### config.mk
export PLATFORM = sky130hd
export DESIGN_NAME = calc_sequencer
export DESIGN_NICKNAME = d
export VERILOG_FILES = /design/src/rtl/calc_sequencer.sv
export SDC_FILE = /design/constraint.sdc
export NUM_CORES = 1
export LEC_CHECK = 0
export BUFFER_PORTS_ARGS = -buffer_cell sky130_fd_sc_hd__buf_2
export CAP_MARGIN = 20
export CORE_MARGIN = 2
export CORE_UTILIZATION = 50
export DETAILED_ROUTE_END_ITERATION = 10
export GPL_ROUTABILITY_DRIVEN = 1
export GPL_TIMING_DRIVEN = 0
export HOLD_SLACK_MARGIN = 0.05
export PLACE_DENSITY_LB_ADDON = 0.15
export SKIP_LAST_GASP = 1
export SYNTH_ARGS = -nofsm -noshare
export SYNTH_HDL_FRONTEND = slang
export SYNTH_SLANG_ARGS = --single-unit
### constraint.sdc
create_clock -name clk -period 1.94 [get_ports clk]
set_input_delay 0.291 -clock clk [delete_from_list [all_inputs] [get_ports clk]]
set_output_delay 0.291 -clock clk [all_outputs]
set_load 0.01 [all_outputs]
### src/rtl/calc_sequencer.sv
// Command sequencer for an external combinational 5-bit calculator: queues
// {op, A, B} commands in a FIFO, issues them one at a time and holds each result until it is taken.
module calc_sequencer #(
    parameter int FIFO_DEPTH = 4
) (
    input  logic                          clk,
    input  logic                          rst_n,
    input  logic                          cmd_valid,
    output logic                          cmd_ready,
    input  logic [4:0]                    cmd_a,
    input  logic [4:0]                    cmd_b,
    input  logic [1:0]                    cmd_op,
    output logic [4:0]                    alu_A,
    output logic [4:0]                    alu_B,
    output logic [1:0]                    alu_a_s,
    input  logic [8:0]                    alu_result,
    output logic                          res_valid,
    input  logic                          res_ready,
    output logic [8:0]                    res_data,
    output logic [1:0]                    res_op,
    output logic                          res_err,
    output logic                          res_ovf,
    output logic [$clog2(FIFO_DEPTH):0]   fifo_count
);

    localparam int PW = $clog2(FIFO_DEPTH);
    localparam int CW = PW + 1;

    typedef enum logic [1:0] {IDLE, EXEC, RESP} state_t;

    state_t         state;
    state_t         next_state;
    logic [11:0]    mem [FIFO_DEPTH];
    logic [PW-1:0]  head;
    logic [PW-1:0]  tail;
    logic [11:0]    head_entry;
    logic           push;
    logic           pop;

    assign cmd_ready  = (fifo_count != CW'(FIFO_DEPTH));
    assign push       = cmd_valid && cmd_ready;
    assign head_entry = mem[head];
    assign res_valid  = (state == RESP);

    always_ff @(posedge clk or negedge rst_n) begin
        if (!rst_n) state <= IDLE;
        else        state <= next_state;
    end

    // A pop happens whenever the FSM is about to enter EXEC; RESP chains straight into the next command.
    always_comb begin
        next_state = state;
        pop        = 1'b0;
        case (state)
            IDLE: begin
                if (fifo_count != '0) begin
                    pop        = 1'b1;
                    next_state = EXEC;
                end
            end
            EXEC: next_state = RESP;
            RESP: begin
                if (res_ready) begin
                    if (fifo_count != '0) begin
                        pop        = 1'b1;
                        next_state = EXEC;
                    end else begin
                        next_state = IDLE;
                    end
                end
            end
            default: next_state = IDLE;
        endcase
    end

    always_ff @(posedge clk or negedge rst_n) begin
        if (!rst_n) begin
            head       <= '0;
            tail       <= '0;
            fifo_count <= '0;
        end else begin
            if (push) tail <= tail + PW'(1);
            if (pop)  head <= head + PW'(1);
            case ({push, pop})
                2'b10:   fifo_count <= fifo_count + CW'(1);
                2'b01:   fifo_count <= fifo_count - CW'(1);
                default: fifo_count <= fifo_count;
            endcase
        end
    end

    // Storage needs no reset: pointers and count alone define which entries are live.
    always_ff @(posedge clk) begin
        if (push) mem[tail] <= {cmd_op, cmd_a, cmd_b};
    end

    always_ff @(posedge clk or negedge rst_n) begin
        if (!rst_n) begin
            alu_A   <= '0;
            alu_B   <= '0;
            alu_a_s <= '0;
        end else if (pop) begin
            alu_a_s <= head_entry[11:10];
            alu_A   <= head_entry[9:5];
            alu_B   <= head_entry[4:0];
        end
    end

    always_ff @(posedge clk or negedge rst_n) begin
        if (!rst_n) begin
            res_data <= '0;
            res_op   <= '0;
            res_err  <= 1'b0;
            res_ovf  <= 1'b0;
        end else if (state == EXEC) begin
            res_data <= alu_result;
            res_op   <= alu_a_s;
            res_err  <= (alu_a_s == 2'b11) && (alu_B == 5'd0);
            res_ovf  <= (alu_a_s == 2'b10) && (alu_A == 5'b10000) && (alu_B == 5'b10000);
        end
    end

endmodule

==> impl_metrics.ini, run 1 <==
[timing]
clock_skew_ns = 0.007464
finalHoldViolCount = 0
finalMaxSlewViolations = 0
setup_violations = 1
grt_setup_unrepaired = yes
timing.final.crit_period_ns = 2.026
slew_headroom_pct = 48.99
finalCritPeriodShare_pct = 104.5
max_freq_ghz = 0.4935
tightest_slew_ns = 0.7652
setup_ws_ns = -0.08641

[power_and_ir_drop]
swShare_pct = 30.64
p_seq_share_pct = 41.6
pwr-share-comb_pct = 39.0
peakVddDrop_uv = 869.2
switching_power_uw = 2052
p_clk_share_pct = 19.4
p_leak_uw = 0.001639
power.internal_uw = 4645
p_per_area_mw_per_mm2 = 1685

[yosys]
synth_fp_nets = 202
syn_area_per_cell_um2 = 19.10
synth_area_leaders = edfxtp_1, dfrtp_1, mux4_2
ys.flop_type = edfxtp_1
synth_area_mm2 = 0.003266
ys_seq_area_share_pct = 70.19
synth_top_area_share_pct = 44.14
ys_seq_elements = 82
syn_inst = 171
yosys_warnings = 0
async_reset_ff_share_pct = 41.46
yosysTopAreaCell = edfxtp_1
synth-edff-count = 48
synth.distinct_cells = 31

[detailed_routing]
viasPerCell = 5.151
drcViolationCount = 0
firstDrtPassIters = 4
postRouteAntennaNets = 0
wl_um = 5494
drtIter0Drc = 77
dr_total_vias = 1705
wl_per_cell_um = 16.60

[clock_network]
htree_levels = 3
cts_tree = yes
insertion_delay_ns = 0.34
cts_buffers = 9
clkTransAtPathRegs_ns = 0.08
clock-root-buffer = clkbuf_8
clockBufferDepth = 2
cts_sinks = 82

[critical_path]
critPathCapture = fifo_count[2]
regToRegStartpoint = fifo_count[1]
arrival_ns = 2.30
path_max_fanout = 2
cp-start-kind = flip-flop
worst_setup_path_end_kind = flip-flop
rrSetupSlack_ns = -0.09
critPathRequiredTime_ns = 2.21
worstSetupPathType = reg -> reg
regToRegEndpoint = fifo_count[2]
worst_r2r_path_depth = 9
crit_path_start = fifo_count[1]

[floorplanning]
coreArea_mm2 = 0.006350
dieArea_mm2 = 0.007194
rows = 29
die_w_um = 84.82
initial_core_util_pct = 51.43
die_h_um = 84.82
pin_count = 55

[place]
dp_cells = 302
gp_congestion = 0.6720
portBuffers = 54
dp_hpwl_um = 3625
postPlaceCellArea_mm2 = 0.003650

[layout]
final_core_util_pct = 62.58
final_area_mm2 = 0.003974
mostFrequentLayoutCells = buf_2, edfxtp_1, dfrtp_1
layout.cells.most_common = buf_2
antenna_cells = 0
nNetsFinal = 280
fin_cells = 331
area.growth.synth_to_final_pct = 21.69
drive_gt1_share_pct = 51.18

[run_status]
status = finished, violations left
violations = negative setup slack

[global_routing]
grt_start_max_net_pins = 35
grt_pass1_wl_um = 8521
overflow = 0
first_global_vias = 1664
antenna_found_initial = 0
gr-usage-all-layers_pct = 16.27

[min_path]
hold_path_class = in -> reg

[flow_run]
drv_cap = 0
cell usage after synthesis (all sizes together) (2+ instances only):
| cell type | n |
|---|---|
| nand2b | 2 |
| nand2 | 5 |
| o21ai | 3 |
| mux4 | 12 |
| nor2b | 2 |
| nor4b | 2 |
| xor2 | 4 |
| nor3 | 3 |
| and3 | 4 |
| dfrtp | 34 |
| mux2 | 23 |
| buf | 6 |
| nor2 | 2 |
| xnor2 | 2 |
| inv | 7 |
| edfxtp | 48 |
| ha | 5 |
routing by layer:
metal / vias up / track usage (%) / part of all wire [%]
met2: 53 / 25.77 / 49
met5: - / 0 / 0
li1: 804 / - / -
met4: 0 / 5.195 / 0.44
met3: 2 / 6.128 / 5.7
met1: 846 / 21.15 / 45
cell type report:
type,count,area [um2]
flip-flops and latches,82,2296
clock inverters,6,81.33
clock buffers,10,127.6
inverters,7,26.28
plain buffers,6,61.31
multi-input cells,76,914.6
well taps,77,96.34
repair buffers,67,370.4
fillers,464,2376
state kept, by name, indices dropped and copies added, names as in the netlist:
name and count:
res_ovf 1, alu_A 5, head 2, alu_a_s 2, mem 48, res_err 1
state 2, alu_B 5, tail 2, res_op 2, fifo_count 3, res_data 9
critical path: stages, from the launching register on:
cell and delay [ns]:
dfrtp_2 0.42, or3b_4 0.40, and2_4 0.17, inv_2 0.06, ha_4 0.13, inv_2 0.03
fa_2 0.33, xor2_1 0.15, nor2_1 0.13, xor2_1 0.14
cell families after synthesis:
logic type	count (synthesis)	synth area share, %
fa+ha+maj	6	2.529
xor+xnor	6	1.609
mux	35	17.47
buf+inv	13	2.452
simple gates	24	4.789
compound gates	5	0.9579
flops	82	70.19
per-stage QoR:
stage               power (uW)  hold slack (ns)  setup slack (ns)  setup TNS [ns]
finish                    6696           0.1575          -0.08641        -0.08641
global route              7104           0.1444           -0.2322         -0.2370
CTS                       6642           0.1449           -0.1125         -0.1125
detailed placement        5244           0.4095           -0.2777         -0.4031
global placement          5177           0.4049           -0.2496         -0.3372
floorplan                 4514        -0.004591           -0.1326         -0.1354
repair_timing:
item | CTS | global route
setup buffers | 6 | 6
pin swaps | 5 | 4
gates resized for setup | 2 | 2
hold buffers | 1 | 0
endpoints found under the setup margin | 2 | 2
hold endpoints to repair | 34 | 0
cloned | 0 | 0
worst min-delay path by stage:
| stage | endpoint | startpoint | slack (ns) | cells after the start |
|---|---|---|---|---|
| floorplan | alu_A[0] | rst_n | -0.005 | 0 |
| global placement | res_data[6] | rst_n | 0.40 | 1 |
| detailed placement | res_data[7] | rst_n | 0.41 | 1 |
| CTS | mem[2][8] | cmd_a[3] | 0.14 | 1 |
| global route | mem[0][6] | cmd_a[1] | 0.14 | 1 |
| finish | mem[2][8] | cmd_a[3] | 0.16 | 1 |
power groups by stage:
stage	combinational (uW)	sequential, uW	clock (uW)
finish	2610	2780	1300
global route	2860	2850	1390
CTS	2520	2790	1320
detailed placement	2410	2840	0
global placement	2360	2820	0
floorplan	1640	2870	0
Power figures use the tool's default switching activity.
==> inputs of run 2 (changes only) <==
CORE_UTILIZATION = 52   (was 50)
CTS_BUF_LIST = sky130_fd_sc_hd__clkbuf_8   (was not set)
==> run 2 against run 1 <==
The run still ends with negative setup slack left. Clock power increased by 12%. Combinational power grew 7%. Critical endpoint unchanged. Sequential power hardly changed. Cell area up 1.1%. Via count grew 3.2%. Clock skew rose by 0.0035 ns. Global-route usage increased by 2.3 points. Final cell count fell by 0.30%. Maximum frequency is 0.85% lower. Worst setup slack worse by 0.017 ns.
==> impl_metrics.ini, run 2 (synthesized netlist as in run 1, its figures left out) <==
[floorplanning]
die_h_um = 83.25
initial_core_util_pct = 54.51
pin_count = 55
rows = 28
dieArea_mm2 = 0.006930
die_w_um = 83.25
coreArea_mm2 = 0.005991

[place]
gp_congestion = 0.8087
portBuffers = 54
dp_hpwl_um = 3988
dpl_worst_slack_ns = -0.2779
dp_cells = 300

[global_routing]
antenna_found_initial = 0
first_global_vias = 1897
gr-usage-all-layers_pct = 18.54
grt_start_max_net_pins = 35
overflow = 0
grt_pass1_wl_um = 9591

[critical_path]
critPathRequiredTime_ns = 2.21
regToRegStartpoint = fifo_count[1]
cp-start-kind = flip-flop
path_max_fanout = 2
regToRegEndpoint = fifo_count[2]
worst_setup_path_end_kind = flip-flop
rrSetupSlack_ns = -0.10
worst_r2r_path_depth = 9
arrival_ns = 2.32
worstSetupPathType = reg -> reg

[timing]
setup_violations = 2
grt_setup_unrepaired = yes
slew_headroom_pct = 48.77
timing.final.crit_period_ns = 2.044
finalHoldViolCount = 0
setup_ws_ns = -0.1039
finalCritPeriodShare_pct = 105.4
finalMaxSlewViolations = 0
clock_skew_ns = 0.01094
hold_ws_ns = 0.1567
tightest_slew_ns = 0.7684
max_freq_ghz = 0.4893

[layout]
mostFrequentLayoutCells = buf_2, edfxtp_1, dfrtp_1
antenna_cells = 0
nNetsFinal = 281
multiInputGateArea_um2 = 918.4
regMostFlops = mem
fin_cells = 330
seq_area_mm2 = 0.002295
area.growth.synth_to_final_pct = 23.03
drive_gt1_share_pct = 51.76
layout.cells.most_common = buf_2
nFillCells = 420
top_regs = mem (48), res_data (9)
largest_reg_flops = 48

[detailed_routing]
firstDrtPassIters = 4
viasPerCell = 5.333
postRouteAntennaNets = 0
drtIter0Drc = 84
wl_per_cell_um = 18.57
drcViolationCount = 0
wl_um = 6129
dr_total_vias = 1760

[clock_network]
insertion_delay_ns = 0.34
clockBufferDepth = 2
clkTransAtPathRegs_ns = 0.09
clock-root-buffer = clkbuf_8
htree_levels = 3
cts_tree = yes
cts_buffers = 9
cts_sinks = 82

[power_and_ir_drop]
finalPower_uw = 7035
peakVddDrop_uv = 1003
p_per_area_mw_per_mm2 = 1751
p_leak_uw = 0.001661

[min_path]
min_from = cmd_b[2]
hold_end = mem[0][2]
min_path_cells = 1
hold_path_class = in -> reg

[flow_run]
drv_cap = 0

[run_status]
status = finished, violations left
violations = negative setup slack
-- run 2: critical path, stage by stage, from the launching register on --
cell and delay [ns]:
dfrtp_2 0.42, or3b_4 0.40, and2_4 0.17, inv_2 0.06, ha_4 0.12, inv_2 0.03, fa_2 0.33, xor2_1 0.14
nor2_1 0.13, xor2_1 0.15
-- run 2: area by class of cell --
class                           instances  share of cell area, %
Tap cell                               75                  2.336
Sequential cell                        82                  57.12
Timing Repair Buffer                   68                  9.499
Multi-Input combinational cell         76                  22.86
Clock inverter                          7                  2.927
Buffer                                  6                  1.526
Clock buffer                            9                  3.083
Inverter                                7                 0.6540
-- run 2: how the worst max path moves through the flow --
stage / from / endpoint / slack, ns / cells after the start
3_5_place_dp: state[1] / fifo_count[2] / -0.28 / 9
6_report: fifo_count[1] / fifo_count[2] / -0.10 / 9
3_3_place_gp: state[1] / fifo_count[2] / -0.18 / 9
5_1_grt: fifo_count[1] / fifo_count[2] / -0.19 / 9
2_1_floorplan: fifo_count[1] / fifo_count[2] / -0.13 / 9
4_1_cts: fifo_count[0] / fifo_count[2] / -0.09 / 9
-- run 2: metal layers --
metal,GRT usage [%],vias to the layer above,part of all wire [%]
li1,-,803,-
met1,22.63,878,43
met2,30.65,68,49
met3,5.467,11,6.7
met4,8.346,0,1.8
met5,0,-,0
-- run 2: timing repair --
item | CTS | global route
hold buffers | 1 | 0
resized for setup | 3 | 2
endpoints found under the hold margin | 34 | 0
pin swaps | 7 | 6
setup endpoints to repair | 2 | 2
setup buffers | 9 | 4
-- run 2: per-stage QoR --
stage / area [um2] / TNS, ns / util, %
3_3_place_gp: 3647 / -0.2252 / 60.88
5_1_grt: 4018 / -0.3479 / 67.06
4_1_cts: 3980 / -0.09307 / 66.44
2_1_floorplan: 3283 / -0.1354 / -
6_report: 4018 / -0.1805 / 67.06
3_5_place_dp: 3647 / -0.3886 / 60.88
-- run 2: where the power goes --
group | internal (uW) | switching (uW)
registers | 2450 | 322
clock network | 855 | 610
logic | 1520 | 1280
